===== config.mk =====
export PLATFORM = sky130hd
export DESIGN_NAME = ps2_scancode_decoder
export DESIGN_NICKNAME = d
export VERILOG_FILES = /design/src/rtl/ps2_pkg.sv /design/src/rtl/ps2_ascii_lut.sv /design/src/rtl/ps2_scancode_decoder.sv
export SDC_FILE = /design/constraint.sdc
export NUM_CORES = 1
export LEC_CHECK = 0
export ABC_CLOCK_PERIOD_IN_PS = 7000
export BUFFER_PORTS_ARGS = -buffer_cell sky130_fd_sc_hd__buf_2
export CAP_MARGIN = 25
export CORE_MARGIN = 8
export CORE_UTILIZATION = 37
export CTS_CLUSTER_DIAMETER = 150
export DETAILED_ROUTE_END_ITERATION = 16
export PLACE_DENSITY = 0.54
export SKIP_CTS_REPAIR_TIMING = 1
export SLEW_MARGIN = 25
export SYNTH_ARGS = -nofsm -noshare
export SYNTH_HDL_FRONTEND = slang
export SYNTH_SLANG_ARGS = --single-unit

===== constraint.sdc =====
create_clock -name clk -period 7 [get_ports clk]
set_clock_uncertainty 0.2 [all_clocks]
set_input_delay 1.4 -clock clk [delete_from_list [all_inputs] [get_ports clk]]
set_output_delay 1.4 -clock clk [all_outputs]
set_load 0.05 [all_outputs]

===== src/rtl/ps2_pkg.sv =====
// Shared constants for the PS/2 Set-2 scan-code decoder: prefix bytes,
// bytes the keyboard sends that carry no key meaning, modifier key codes
// and the 2-bit FSM state encoding.
package ps2_pkg;

    localparam logic [7:0] CODE_E0     = 8'hE0;
    localparam logic [7:0] CODE_F0     = 8'hF0;

    localparam logic [7:0] CODE_ACK    = 8'hFA;
    localparam logic [7:0] CODE_BAT    = 8'hAA;
    localparam logic [7:0] CODE_ECHO   = 8'hEE;
    localparam logic [7:0] CODE_RESEND = 8'hFE;
    localparam logic [7:0] CODE_PAUSE  = 8'hE1;

    localparam logic [7:0] CODE_OVR0   = 8'h00;
    localparam logic [7:0] CODE_OVRF   = 8'hFF;

    localparam logic [7:0] CODE_LSHIFT = 8'h12;
    localparam logic [7:0] CODE_RSHIFT = 8'h59;
    localparam logic [7:0] CODE_CTRL   = 8'h14;
    localparam logic [7:0] CODE_CAPS   = 8'h58;

    localparam logic [1:0] ST_IDLE     = 2'd0;
    localparam logic [1:0] ST_GOT_E0   = 2'd1;
    localparam logic [1:0] ST_GOT_F0   = 2'd2;
    localparam logic [1:0] ST_GOT_E0F0 = 2'd3;

    function automatic logic is_prefix(input logic [7:0] b);
        return (b == CODE_E0) || (b == CODE_F0);
    endfunction

    // Controller responses and the Pause lead-in; dropped silently in IDLE.
    function automatic logic is_ignored(input logic [7:0] b);
        return (b == CODE_ACK) || (b == CODE_BAT) || (b == CODE_ECHO) ||
               (b == CODE_RESEND) || (b == CODE_PAUSE);
    endfunction

    // Keyboard buffer overrun markers.
    function automatic logic is_overrun(input logic [7:0] b);
        return (b == CODE_OVR0) || (b == CODE_OVRF);
    endfunction

endpackage


===== src/rtl/ps2_ascii_lut.sv =====
// Combinational Set-2 to ASCII translation for letters, digits, space,
// enter and backspace. Shift/caps are the modifier state seen before the
// key being translated.
module ps2_ascii_lut
    import ps2_pkg::*;
(
    input  logic [7:0] code,
    input  logic       shift,
    input  logic       caps,
    output logic [7:0] ascii,
    output logic       mapped
);

    logic [7:0] letter;
    logic       is_letter;
    logic [3:0] digit;
    logic       is_digit;
    logic [7:0] digit_shifted;

    // Letter table: lowercase ASCII for each Set-2 letter code.
    always_comb begin
        letter    = 8'h00;
        is_letter = 1'b1;
        case (code)
            8'h1C: letter = 8'h61; // a
            8'h32: letter = 8'h62; // b
            8'h21: letter = 8'h63; // c
            8'h23: letter = 8'h64; // d
            8'h24: letter = 8'h65; // e
            8'h2B: letter = 8'h66; // f
            8'h34: letter = 8'h67; // g
            8'h33: letter = 8'h68; // h
            8'h43: letter = 8'h69; // i
            8'h3B: letter = 8'h6A; // j
            8'h42: letter = 8'h6B; // k
            8'h4B: letter = 8'h6C; // l
            8'h3A: letter = 8'h6D; // m
            8'h31: letter = 8'h6E; // n
            8'h44: letter = 8'h6F; // o
            8'h4D: letter = 8'h70; // p
            8'h15: letter = 8'h71; // q
            8'h2D: letter = 8'h72; // r
            8'h1B: letter = 8'h73; // s
            8'h2C: letter = 8'h74; // t
            8'h3C: letter = 8'h75; // u
            8'h2A: letter = 8'h76; // v
            8'h1D: letter = 8'h77; // w
            8'h22: letter = 8'h78; // x
            8'h35: letter = 8'h79; // y
            8'h1A: letter = 8'h7A; // z
            default: is_letter = 1'b0;
        endcase
    end

    // Digit row: numeric value of each top-row digit key.
    always_comb begin
        digit    = 4'd0;
        is_digit = 1'b1;
        case (code)
            8'h45: digit = 4'd0;
            8'h16: digit = 4'd1;
            8'h1E: digit = 4'd2;
            8'h26: digit = 4'd3;
            8'h25: digit = 4'd4;
            8'h2E: digit = 4'd5;
            8'h36: digit = 4'd6;
            8'h3D: digit = 4'd7;
            8'h3E: digit = 4'd8;
            8'h46: digit = 4'd9;
            default: is_digit = 1'b0;
        endcase
    end

    // US-layout shifted symbols on the digit row.
    always_comb begin
        case (digit)
            4'd0:    digit_shifted = 8'h29; // )
            4'd1:    digit_shifted = 8'h21; // !
            4'd2:    digit_shifted = 8'h40; // @
            4'd3:    digit_shifted = 8'h23; // #
            4'd4:    digit_shifted = 8'h24; // $
            4'd5:    digit_shifted = 8'h25; // %
            4'd6:    digit_shifted = 8'h5E; // ^
            4'd7:    digit_shifted = 8'h26; // &
            4'd8:    digit_shifted = 8'h2A; // *
            4'd9:    digit_shifted = 8'h28; // (
            default: digit_shifted = 8'h00;
        endcase
    end

    // Final select; caps lock affects letters only.
    always_comb begin
        ascii  = 8'h00;
        mapped = 1'b1;
        if (is_letter) begin
            ascii = (shift ^ caps) ? (letter - 8'h20) : letter;
        end else if (is_digit) begin
            ascii = shift ? digit_shifted : (8'h30 + {4'h0, digit});
        end else begin
            case (code)
                8'h29:   ascii = 8'h20;
                8'h5A:   ascii = 8'h0D;
                8'h66:   ascii = 8'h08;
                default: mapped = 1'b0;
            endcase
        end
    end

endmodule


===== src/rtl/ps2_scancode_decoder.sv =====
// Turns the PS/2 Set-2 byte stream into key events with E0/F0 prefix
// handling, modifier tracking and ASCII translation.
//
// state       | meaning
// ------------+---------------------------------------------------
// ST_IDLE     | no prefix pending; next byte starts a sequence
// ST_GOT_E0   | E0 seen; expecting F0 or the extended key code
// ST_GOT_F0   | F0 seen; expecting the released key code
// ST_GOT_E0F0 | E0 F0 seen; expecting the released extended code
module ps2_scancode_decoder
    import ps2_pkg::*;
#(
    parameter int TIMEOUT_CYCLES = 2500000
) (
    input  logic       clk,
    input  logic       reset,
    input  logic [7:0] scan_code,
    input  logic       scan_sent,
    output logic       key_valid,
    output logic [7:0] key_code,
    output logic       key_extended,
    output logic       key_break,
    output logic [7:0] key_ascii,
    output logic       ascii_valid,
    output logic       shift_state,
    output logic       ctrl_state,
    output logic       caps_lock,
    output logic       err
);

    localparam int CNT_W = (TIMEOUT_CYCLES > 2) ? $clog2(TIMEOUT_CYCLES) : 1;
    localparam logic [CNT_W-1:0] CNT_MAX = CNT_W'(TIMEOUT_CYCLES - 1);

    logic             sent_q;
    logic [1:0]       state_q, state_d;
    logic [CNT_W-1:0] cnt_q, cnt_d;
    logic             key_valid_q, key_valid_d;
    logic [7:0]       key_code_q, key_code_d;
    logic             key_extended_q, key_extended_d;
    logic             key_break_q, key_break_d;
    logic [7:0]       key_ascii_q, key_ascii_d;
    logic             ascii_valid_q, ascii_valid_d;
    logic             lshift_q, lshift_d;
    logic             rshift_q, rshift_d;
    logic             ctrl_q, ctrl_d;
    logic             caps_q, caps_d;
    logic             caps_held_q, caps_held_d;
    logic             err_q, err_d;

    logic       new_byte;
    logic       emit;
    logic       ev_ext;
    logic       ev_brk;
    logic [7:0] lut_ascii;
    logic       lut_mapped;

    assign new_byte = scan_sent & ~sent_q;

    ps2_ascii_lut u_ascii_lut (
        .code   (scan_code),
        .shift  (lshift_q | rshift_q),
        .caps   (caps_q),
        .ascii  (lut_ascii),
        .mapped (lut_mapped)
    );

    // Prefix FSM and inactivity timeout; decides whether this byte is an event.
    always_comb begin
        state_d = state_q;
        cnt_d   = cnt_q;
        emit    = 1'b0;
        ev_ext  = 1'b0;
        ev_brk  = 1'b0;
        err_d   = 1'b0;
        if (new_byte) begin
            cnt_d = '0;
            case (state_q)
                ST_IDLE: begin
                    if (scan_code == CODE_E0)       state_d = ST_GOT_E0;
                    else if (scan_code == CODE_F0)  state_d = ST_GOT_F0;
                    else if (is_overrun(scan_code)) err_d   = 1'b1;
                    else if (!is_ignored(scan_code)) emit   = 1'b1;
                end
                ST_GOT_E0: begin
                    if (scan_code == CODE_F0) begin
                        state_d = ST_GOT_E0F0;
                    end else if (scan_code == CODE_E0) begin
                        err_d = 1'b1;
                    end else begin
                        emit    = 1'b1;
                        ev_ext  = 1'b1;
                        state_d = ST_IDLE;
                    end
                end
                ST_GOT_F0: begin
                    state_d = ST_IDLE;
                    if (is_prefix(scan_code)) begin
                        err_d = 1'b1;
                    end else begin
                        emit   = 1'b1;
                        ev_brk = 1'b1;
                    end
                end
                default: begin
                    state_d = ST_IDLE;
                    if (is_prefix(scan_code)) begin
                        err_d = 1'b1;
                    end else begin
                        emit   = 1'b1;
                        ev_ext = 1'b1;
                        ev_brk = 1'b1;
                    end
                end
            endcase
        end else if (state_q != ST_IDLE) begin
            if (cnt_q == CNT_MAX) begin
                state_d = ST_IDLE;
                err_d   = 1'b1;
            end else begin
                cnt_d = cnt_q + 1'b1;
            end
        end
        if (state_d == ST_IDLE) cnt_d = '0;
    end

    // Event outputs and modifier tracking, updated on the event edge.
    always_comb begin
        key_valid_d    = emit;
        key_code_d     = key_code_q;
        key_extended_d = key_extended_q;
        key_break_d    = key_break_q;
        key_ascii_d    = key_ascii_q;
        ascii_valid_d  = 1'b0;
        lshift_d       = lshift_q;
        rshift_d       = rshift_q;
        ctrl_d         = ctrl_q;
        caps_d         = caps_q;
        caps_held_d    = caps_held_q;
        if (emit) begin
            key_code_d     = scan_code;
            key_extended_d = ev_ext;
            key_break_d    = ev_brk;
            ascii_valid_d  = lut_mapped & ~ev_ext & ~ev_brk;
            key_ascii_d    = (lut_mapped && !ev_ext && !ev_brk) ? lut_ascii : 8'h00;
            if (!ev_ext) begin
                case (scan_code)
                    CODE_LSHIFT: lshift_d = ~ev_brk;
                    CODE_RSHIFT: rshift_d = ~ev_brk;
                    CODE_CTRL:   ctrl_d   = ~ev_brk;
                    CODE_CAPS: begin
                        // Typematic repeats arrive as makes with no break;
                        // only the first make after a release toggles.
                        if (ev_brk) begin
                            caps_held_d = 1'b0;
                        end else begin
                            if (!caps_held_q) caps_d = ~caps_q;
                            caps_held_d = 1'b1;
                        end
                    end
                    default: ;
                endcase
            end
        end
    end

    // Registers; sent_q tracks scan_sent even in reset so a level already
    // high at release is not mistaken for a new byte.
    always_ff @(posedge clk) begin
        sent_q <= scan_sent;
        if (reset) begin
            state_q        <= ST_IDLE;
            cnt_q          <= '0;
            key_valid_q    <= 1'b0;
            key_code_q     <= 8'h00;
            key_extended_q <= 1'b0;
            key_break_q    <= 1'b0;
            key_ascii_q    <= 8'h00;
            ascii_valid_q  <= 1'b0;
            lshift_q       <= 1'b0;
            rshift_q       <= 1'b0;
            ctrl_q         <= 1'b0;
            caps_q         <= 1'b0;
            caps_held_q    <= 1'b0;
            err_q          <= 1'b0;
        end else begin
            state_q        <= state_d;
            cnt_q          <= cnt_d;
            key_valid_q    <= key_valid_d;
            key_code_q     <= key_code_d;
            key_extended_q <= key_extended_d;
            key_break_q    <= key_break_d;
            key_ascii_q    <= key_ascii_d;
            ascii_valid_q  <= ascii_valid_d;
            lshift_q       <= lshift_d;
            rshift_q       <= rshift_d;
            ctrl_q         <= ctrl_d;
            caps_q         <= caps_d;
            caps_held_q    <= caps_held_d;
            err_q          <= err_d;
        end
    end

    assign key_valid    = key_valid_q;
    assign key_code     = key_code_q;
    assign key_extended = key_extended_q;
    assign key_break    = key_break_q;
    assign key_ascii    = key_ascii_q;
    assign ascii_valid  = ascii_valid_q;
    assign shift_state  = lshift_q | rshift_q;
    assign ctrl_state   = ctrl_q;
    assign caps_lock    = caps_q;
    assign err          = err_q;

endmodule

==> impl_results.md, run 1 <==
* Outcome: complete, no violations
* Final min period at 3.76 ns
* Drt drc at 0
* Synth Flop Type: dfxtp_1
* Max-cap viol count at 0
* Fraction of registers with async set/reset at 0
* Num rows at 34
* Global routing met1 resource utilization at 0.206
* Setup violators final at 0
* Overflow after GRT at 0
* Starting Density at 0.381
* Worst path cell trace: buf_2, xor2_1, mux2_4, a222oi_1, nand2_1, o31a_1, a22o_1
* H-tree levels at 2
* Die X at around 110 µm
* Syn Nets at 444
* Gpl congestion at 0.960
* Netlist cell types at 73
* PD cells at roughly 160 nW/µm²
* Chip height at 111 µm
* Maximum vdd drop at between 70 and 80 µV
* Global route hottest layer: met2
* Cell Int Power at between 400 and 500 µW
* # diodes at 0
* # IOs at 35
* Worst slew pin tran at 0.884 ns
* Die ar. at between 10000 and 15000 µm²
* Post-synth EDFFs at 0
* Post-Route Utilization at 0.409
* Cell Area, Synth at ~3300 µm²
* Slowest CP cell: a222oi_1
* Fmax at 266 MHz
* 1st-iter DRT viols at 203
* Critical Path Max Stage Delay at 0.58 ns
* First-pass GRT wire length at 15.6 mm
* Combinational power share at 0.146
* Most common cell after layout, fill and taps aside: dfxtp_1
* Layout cells sized above 1 at 0.119
* Clock root buffer master: clkbuf_8
* Core ar. at 8760 µm²
* Seq pwr share at 0.509
* Via count at between 3000 and 4000
* Cells after Synth at 430
* FF+latch count, synth at between 50 and 60
* Headroom to the max-slew limit at 0.403
* Port bufs at 34
* Drt first pass iters at 5
* Register area share after synthesis at 0.305
* Worst Path Max Fanout at 35
* Layout area overhead at 7.26%
* Final TNS setup at 0 ns
* Post-DP HPWL at 6.73 mm
* CP bufs+invs at 1
* Register area at 1020 µm²
* P_leak at 1.25 nW
* Clk buf depth at 2
* Detailed Route WL at ~9.4 mm
* Final period util at 0.538
* Vias in the first global route at 3022
* Clk_lat worst skew at around 0.3 ns
* Post-DRT Antenna Nets at 0
* Worst path top cell family by delay: compound AO/OA/AOI/OAI gates
* Commonest cells after routing, fill and taps aside: dfxtp_1 (51), nor2_1 (49), nand2_1 (34), buf_2 (34), nand3_1 (33)
* Critical path class: input pin to register
* GRT Total Usage at 0.146
* CTS Buf Count at 5
* CTS tree: built
* Synth Area per Inst at 7.77 µm²
* Crit start category: input pin
* Antenna violations before repair at 0
* Multi-input logic area at 2120 µm²
* Final net count at 452
* Crit end category: register
* Hold Path Class: register to register
* Yosys warning total at 0
* Filler Cell Count at between 900 and 1000
* Max Slew Vio Count at 0
* Endpoints failing hold at 0
* Largest net degree at the start of global routing at 36
* Met2 GRT Util at 0.220
* Clock sinks at 51
* Worst-path clk slew at 0.09 ns
* Switching Fraction at 0.274
* CP arrival at 3.76 ns
* Req. time, crit path at 6.99 ns
* RSZ-0062 raised after global routing: no
* Switching pwr at 159 µW
* Via density at between 5 and 6
* Met3 Use GR at 0.0233
* Clock Power Share at 0.346
* Per-cell routed wire length at 17.3 µm
[layer usage]
layer / wire length, µm / vias to the layer above / part of all wire
met5: 0 / - / 0
met4: 163 / 0 / 0.017
met3: 458 / 11 / 0.049
met2: 4110 / 100 / 0.44
met1: 4710 / 1512 / 0.50
li1: - / 1596 / -
[synth_stat cells, types with 6 or more instances]
cell type  instances  area, µm²
dfxtp_1           51       1020
nor2_1            49        184
nand2_1           34        128
nand3_1           33        165
a21oi_1           21        105
o21ai_0           20        100
xor2_1            17        149
clkbuf_1          14       52.6
nand4_1           13       81.3
buf_2             12       60.1
nor3_1             9       45.0
xnor2_1            9       78.8
inv_1              8       30.0
and3_1             7       43.8
nand2b_1           6       37.5
nand3b_1           6       45.0
nor4_1             6       37.5
o211ai_1           6       45.0
[through the flow]
stage / instance area, µm² / total power, mW / worst slack, ns / cells / hold WS [ns]
floorplan: 3340 / 0.368 / 3.44 / 430 / 0.230
global placement: 3480 / 0.384 / 3.02 / 539 / 0.240
detailed placement: 3480 / 0.385 / 2.94 / 539 / 0.255
CTS: 3590 / 0.585 / 3.30 / 546 / 0.266
global route: 3590 / 0.604 / 3.05 / 546 / 0.279
finish: 3590 / 0.580 / 3.24 / 546 / 0.263
[logic make-up (layout without fill, tap and decap cells)]
family,count (synthesis),after routing,share of synthesized area
multiplexers,6,6,0.0195
XOR/XNOR,26,26,0.0681
flip-flops,51,51,0.305
buffers and inverters,42,50,0.0618
adder cells (fa/ha/maj),3,3,0.0112
AO/OA/AOI/OAI,98,98,0.207
AND/OR/NAND/NOR,204,204,0.327
[worst paths after layout]
path                start           end  slack [ns]  cells after the start
max          scan_code[3]  key_ascii[2]        3.24                      7
min           key_code[7]   key_code[7]        0.26                      2
max reg2reg      cnt_q[9]      cnt_q[3]        4.41                      5
min reg2reg   key_code[7]   key_code[7]        0.26                      2
[cell type report]
type / count / share of cell area
clock inverter: 2 / 0.0105
multi-input combinational: 337 / 0.590
sequential: 51 / 0.285
inverter: 8 / 0.00837
clock buffer: 5 / 0.0192
tap: 108 / 0.0377
timing repair buffer: 35 / 0.0495
[power groups by stage]
stage	registers [mW]	clock network [mW]	logic, mW
2_1_floorplan	0.313	0	0.0555
3_3_place_gp	0.302	0	0.0825
3_5_place_dp	0.302	0	0.0832
4_1_cts	0.295	0.207	0.0834
5_1_grt	0.295	0.217	0.0910
6_report	0.295	0.200	0.0845
[state kept, by name (all words and copies together) (netlist names)]
name,flops
ascii_valid,1
caps_held_q,1
caps_lock,1
cnt_q,22
ctrl_state,1
err,1
key_ascii,8
key_break,1
key_code,8
key_extended,1
key_valid,1
lshift_q,1
rshift_q,1
sent_q,1
state_q,2
[worst min-delay path: stages (launching register included)]
cell and delay [ns]:
dfxtp_1 0.32, nand3_1 0.06, a21oi_1 0.05
No activity file was read; power rests on OpenSTA's default activity.
==> run 2, diff against run 1 <==
- ABC_CLOCK_PERIOD_IN_PS: 7000 -> 3400
- PLACE_DENSITY: 0.54 -> 0.56
- clock period: 7 -> 3.4 ns (I/O delays scaled with it)
==> run 2 against run 1 <==
Sequential cell count unchanged; count of clock-buffer cells in the layout unchanged; non-clock buffer count increased by 17; critical path type unchanged; largest power group unchanged; core utilization increased by 1.4 points; critical path depth unchanged; final cell count increased by 3.3%; design area increased by 3.3%; setup slack got worse by 2.8 ns; die area unchanged; wire length decreased by 1.3%; highest routed layer unchanged; register-to-register slack got worse by 3.2 ns; combinational power increased by 120%.
==> impl_results.md, run 2 (synthesis results as in run 1) <==
* Hold Path Origin: rshift_q
* Vias in the first global route at 3048 (+0.86%)
* Setup violators final at 0 (unchanged)
* # IOs at 35 (unchanged)
* Largest register FFs at 22 (unchanged)
* Detailed Route WL at 9.32 mm (-1.3%)
* Hold slack final at 0.266 ns (+0.00289 ns)
* Post-DRT Antenna Nets at 0 (unchanged)
* Fmax at 340 MHz
* Die X at 111 µm (unchanged)
* PD cells at 315 nW/µm² (+95%)
* Maximum vdd drop at 138 µV (+84%)
* Req. time, crit path at 3.41 ns (-3.58 ns)
* CP arrival at 2.95 ns (-0.81 ns)
* 1st-iter DRT viols at 325 (+60%)
* Core ar. at 8760 µm² (unchanged)
* Most common cell after layout, fill and taps aside: dfxtp_1
* Reg2reg end: cnt_q[4]
* Worst slew pin tran at 0.673 ns (-0.211 ns)
* Max-cap viol count at 0 (unchanged)
* Critical path class: input pin to register
* Top reg by flops: cnt_q
* Clock sinks at 51 (unchanged)
* CTS Buf Count at 5 (unchanged)
* CTS tree: built
* Reg2Reg Depth at 6 (+1)
* Via density at 5.86 (-0.61%)
* WHS Endpoint: rshift_q
* Layout cells sized above 1 at 0.154 (+0.0348)
* # diodes at 0 (unchanged)
* Num rows at 34 (unchanged)
* P_leak at 1.33 nW (+6.7%)
* Critical Path Max Stage Delay at 0.62 ns (+0.04 ns)
* Drt first pass iters at 4 (-1)
* Final min period at 2.94 ns
* First-pass GRT wire length at 15.6 mm (about the same)
* Clk buf depth at 2 (unchanged)
* H-tree levels at 2 (unchanged)
* Worst path top cell family by delay: compound AO/OA/AOI/OAI gates
* GRT Total Usage at 0.146 (-0.000577)
* Starting Density at 0.381 (unchanged)
* Worst hold path depth at 2 (unchanged)
* Worst-path clk slew at 0.10 ns (about the same)
* Layout area overhead at 10.8%
* Reg-to-reg setup timing slack at 1.21 ns (-3.20 ns)
* Final period util at 0.866
* Antenna violations before repair at 0 (unchanged)
* Final TNS setup at 0 ns (unchanged)
* Clk_lat worst skew at 0.31 ns (about the same)
* Reg2reg start: cnt_q[9]
* Hold Path Class: register to register
* Per-cell routed wire length at 16.5 µm (-4.5%)
* Max Slew Vio Count at 0 (unchanged)
* Gpl congestion at 0.965 (+0.55%)
* Worst path cell trace: buf_2, xor2_1, mux2_4, a222oi_1, nand2_1, o31a_1, a22o_1
* Outcome: complete, no violations
* Chip height at 111 µm (unchanged)
* Post-DP HPWL at 6.88 mm (+2.1%)
* Clock root buffer master: clkbuf_8
* Final net count at 469 (+3.8%)
* Slowest CP cell: a222oi_1
* Via count at 3305 (+2.7%)
* RSZ-0062 raised after global routing: no
* Port bufs at 34 (unchanged)
* Commonest cells after routing, fill and taps aside: dfxtp_1 (51), nor2_1 (49), nand2_1 (34), buf_2 (34), nand3_1 (33)
* Overflow after GRT at 0 (unchanged)
* Worst Path Max Fanout at 29 (-17%)
* Largest net degree at the start of global routing at 30 (-17%)
* Die ar. at 12300 µm² (unchanged)
* Crit end category: register
* Drt drc at 0 (unchanged)
* Headroom to the max-slew limit at 0.552 (+0.149)
* Endpoints failing hold at 0 (unchanged)
* CP bufs+invs at 1 (unchanged)
* Crit start category: input pin
==> run 2: cell types whose count changed in the layout (fill, tap and decap cells not counted) <==
cell / previous run / this run
buf_4: 1 / 18
clkinvlp_4: 1 / 0
clkinv_4: 0 / 2
inv_8: 0 / 1
bufinv_16: 1 / 0
==> run 2: where the power goes <==
group | switching, mW | internal [mW]
Sequential | 0.00314 | 0.604
Combinational | 0.128 | 0.0580
Clock | 0.221 | 0.153
==> run 2: area by class of cell <==
class                      count  area [µm²]
fill                         903        5060
multi-input combinational    337        2120
sequential                    51        1020
timing repair buffer          52         305
tap                          108         135
clock buffer                   5        68.8
inverter                       8        30.0
clock inverter                 3        28.8
==> run 2: worst max path at each step <==
| stage | startpoint | end | cells after the start |
|---|---|---|---|
| after global placement | scan_code[4] | key_ascii[0] | 7 |
| after detailed placement | scan_code[4] | key_ascii[1] | 7 |
| after floorplan | scan_code[7] | key_ascii[5] | 8 |
| after global routing | scan_code[4] | key_ascii[5] | 8 |
| final | scan_code[4] | key_ascii[2] | 7 |
| after CTS | scan_code[4] | key_ascii[1] | 7 |
==> run 2: stage by stage <==
step / power (mW) / area [µm²] / worst slack (ns) / util / instances
final: 1.17 / 3700 / 0.457 / 0.423 / 564
after global routing: 1.22 / 3700 / 0.342 / 0.423 / 564
after CTS: 1.18 / 3700 / 0.489 / 0.423 / 564
after detailed placement: 0.804 / 3610 / 0.152 / 0.412 / 556
after global placement: 0.804 / 3610 / 0.235 / 0.412 / 556
after floorplan: 0.758 / 3340 / 0.560 / - / 430
==> run 2: layer usage <==
layer	wire (µm)	share of wire	global-route usage
met1	4610	0.49	0.204
met2	3990	0.43	0.219
met3	524	0.056	0.0222
met4	187	0.020	0.0524
met5	0	0	0
==> run 2: worst register-to-register path, stage by stage (launching register included) <==
cell,delay (ns)
dfxtp_1,0.38
or4b_2,0.68
nor3_1,0.20
a21oi_1,0.16
nand3_1,0.11
buf_4,0.26
nor2_1,0.09
==> run 3, diff against run 2 <==
- CORE_UTILIZATION: 37 -> 40
- PLACE_DENSITY: 0.56 -> 0.6
- REMOVE_ABC_BUFFERS: default -> 1
- SETUP_SLACK_MARGIN: default -> 0.15
==> run 3 against run 2 <==
Count of clock-buffer cells in the layout unchanged; combinational power about the same; sequential cell count unchanged; total power increased by 3.7%; register-to-register slack got worse by 0.08 ns; die area decreased by 6.4%; first-iteration DRC count decreased by 0.31%; largest power group unchanged.
==> impl_results.md, run 3 (synthesis results as in run 1) <==
* Crit start category: input pin
* DP Area at 3610 µm² (+0.10%)
* Post-DRT Antenna Nets at 0 (unchanged)
* Antenna violations before repair at 0 (unchanged)
* Worst path top cell family by delay: compound AO/OA/AOI/OAI gates
* Clock sinks at 51 (unchanged)
* Num rows at 33 (-2.9%)
* Drt drc at 0 (unchanged)
* Die ar. at 11500 µm² (-6.4%)
* Maximum vdd drop at 247 µV (+79%)
* PD cells at 326 nW/µm² (+3.4%)
* CTS tree: built
* # IOs at 35 (unchanged)
* Reg2Reg Depth at 6 (unchanged)
* Fmax at 336 MHz (-1.3%)
* Clock Power Share at 0.344 (+0.024)
* Post-Place Cells at 554 (-0.36%)
* RSZ-0062 raised after global routing: no
* Largest net degree at the start of global routing at 30 (unchanged)
* Worst-path clk slew at 0.09 ns (about the same)
* Switching pwr at 332 µW (-5.7%)
* Layout cells sized above 1 at 0.154 (unchanged)
* Layout area overhead at 11.2%
* Critical path class: input pin to register
* Gpl congestion at 0.957 (-0.83%)
* CP bufs+invs at 1 (unchanged)
* Worst hold path depth at 2 (unchanged)
* Max Slew Vio Count at 0 (unchanged)
* Hold slack final at 0.262 ns (-0.00412 ns)
* Endpoints failing hold at 0 (unchanged)
* Vias in the first global route at 3332 (+9.3%)
* Clk_lat worst skew at 0.30 ns (about the same)
* Final TNS setup at 0 ns (unchanged)
* Slowest CP cell: a222oi_1
* Outcome: complete, no violations
* H-tree levels at 2 (unchanged)
* Clk buf depth at 2 (unchanged)
* Fin cells at 561 (-0.53%)
* Post-route design area at 3720 µm² (+0.34%)
* Max-cap viol count at 0 (unchanged)
* Detailed Route WL at 9.45 mm (+1.5%)
* Commonest cells after routing, fill and taps aside: dfxtp_1 (51), nor2_1 (49), nand2_1 (34), buf_2 (34), nand3_1 (33)
* Largest register FFs at 22 (unchanged)
* First-pass GRT wire length at 16.4 mm (+5.5%)
* Overflow after GRT at 0 (unchanged)
* 1st-iter DRT viols at 324 (-0.31%)
* Hold Path Class: register to register
* Per-cell routed wire length at 16.9 µm (+2.0%)
* Post-Route Utilization at 0.455 (+0.0319)
* Final net count at 470 (+0.21%)
* Core ar. at 8180 µm² (-6.7%)
* Req. time, crit path at 3.39 ns (-0.02 ns)
* # diodes at 0 (unchanged)
* Worst path cell trace: buf_2, xor2_1, mux2_4, a222oi_1, nand2_1, o31a_1, a22o_1
* Total chip power at 1.21 mW (+3.7%)
* Die X at 107 µm (-3.3%)
* Via density at 6.09 (+3.9%)
* Combinational power share at 0.154 (-0.006)
* CP arrival at 2.97 ns (+0.02 ns)
* Levels on crit path at 7 (unchanged)
* Port bufs at 34 (unchanged)
* Switching Fraction at 0.274 (-0.0273)
* Final period util at 0.877 (+0.0110)
* Most common cell after layout, fill and taps aside: dfxtp_1
* Setup violators final at 0 (unchanged)
* Critical Path Max Stage Delay at 0.62 ns (about the same)
* Crit end category: register
* Final WS setup at 0.420 ns (-0.0373 ns)
* Filler Cell Count at 843 (-6.6%)
* Clock root buffer master: clkbuf_8
* P_leak at 1.34 nW (+0.41%)
* Placement Setup Slack at 0.147 ns (-0.00439 ns)
* Final min period at 2.98 ns (+0.0373 ns)
* Worst Path Max Fanout at 29 (unchanged)
* Chip height at 107 µm (-3.3%)
* Seq pwr share at 0.502 (-0.018)
* GRT Total Usage at 0.168 (+0.0226)
* Top reg by flops: cnt_q
* CTS Buf Count at 5 (unchanged)
* Worst slew pin tran at 0.684 ns (+0.0109 ns)
* Cell Int Power at 878 µW (+7.8%)
* Post-DP HPWL at 6.94 mm (+0.81%)
* Headroom to the max-slew limit at 0.544 (-0.00729)
* Starting Density at 0.409 (+0.0274)
* Drt first pass iters at 5 (+1)
* Via count at 3415 (+3.3%)
-- run 3: cell types whose count changed in the layout (fill, tap and decap cells not counted) --
| cell | before | now |
|---|---|---|
| inv_8 | 1 | 0 |
| buf_4 | 18 | 19 |
| clkinvlp_4 | 0 | 1 |
| clkinv_4 | 2 | 0 |
| bufinv_16 | 0 | 1 |
-- run 3: final cells by class --
| class | instances | area, µm² | area share |
|---|---|---|---|
| multi-input combinational | 337 | 2120 | 0.569 |
| sequential | 51 | 1020 | 0.275 |
| timing repair buffer | 53 | 313 | 0.0841 |
| tap | 105 | 131 | 0.0353 |
| clock buffer | 5 | 68.8 | 0.0185 |
| clock inverter | 2 | 37.5 | 0.0101 |
| inverter | 8 | 30.0 | 0.00808 |
-- run 3: metal layers --
layer	wire length (µm)	track usage
met4	204	0.0466
met1	4320	0.221
met3	577	0.0359
met2	4350	0.271
met5	0	0
-- run 3: worst register-to-register path, cell delays in order, from the launching register on --
cell and delay, ns:
dfxtp_1 0.56, o211ai_1 0.19, or3_1 0.49, nor3_1 0.38
nand3_1 0.15, xor2_1 0.15, nor2_1 0.05
-- run 3: power groups by stage --
stage                     Sequential, mW  Clock [mW]  Combinational (mW)
after floorplan                    0.644           0              0.0777
after detailed placement           0.621           0               0.183
after global routing               0.608       0.454               0.202
after CTS                          0.607       0.435               0.184
final                              0.607       0.416               0.187
after global placement             0.621           0               0.184
-- run 3: final timing paths --
check            endpoint          from  slack, ns
min reg2reg   caps_held_q   caps_held_q       0.26
max reg2reg     cnt_q[21]    state_q[0]       1.13
min           caps_held_q   caps_held_q       0.26
max          key_ascii[1]  scan_code[4]       0.42
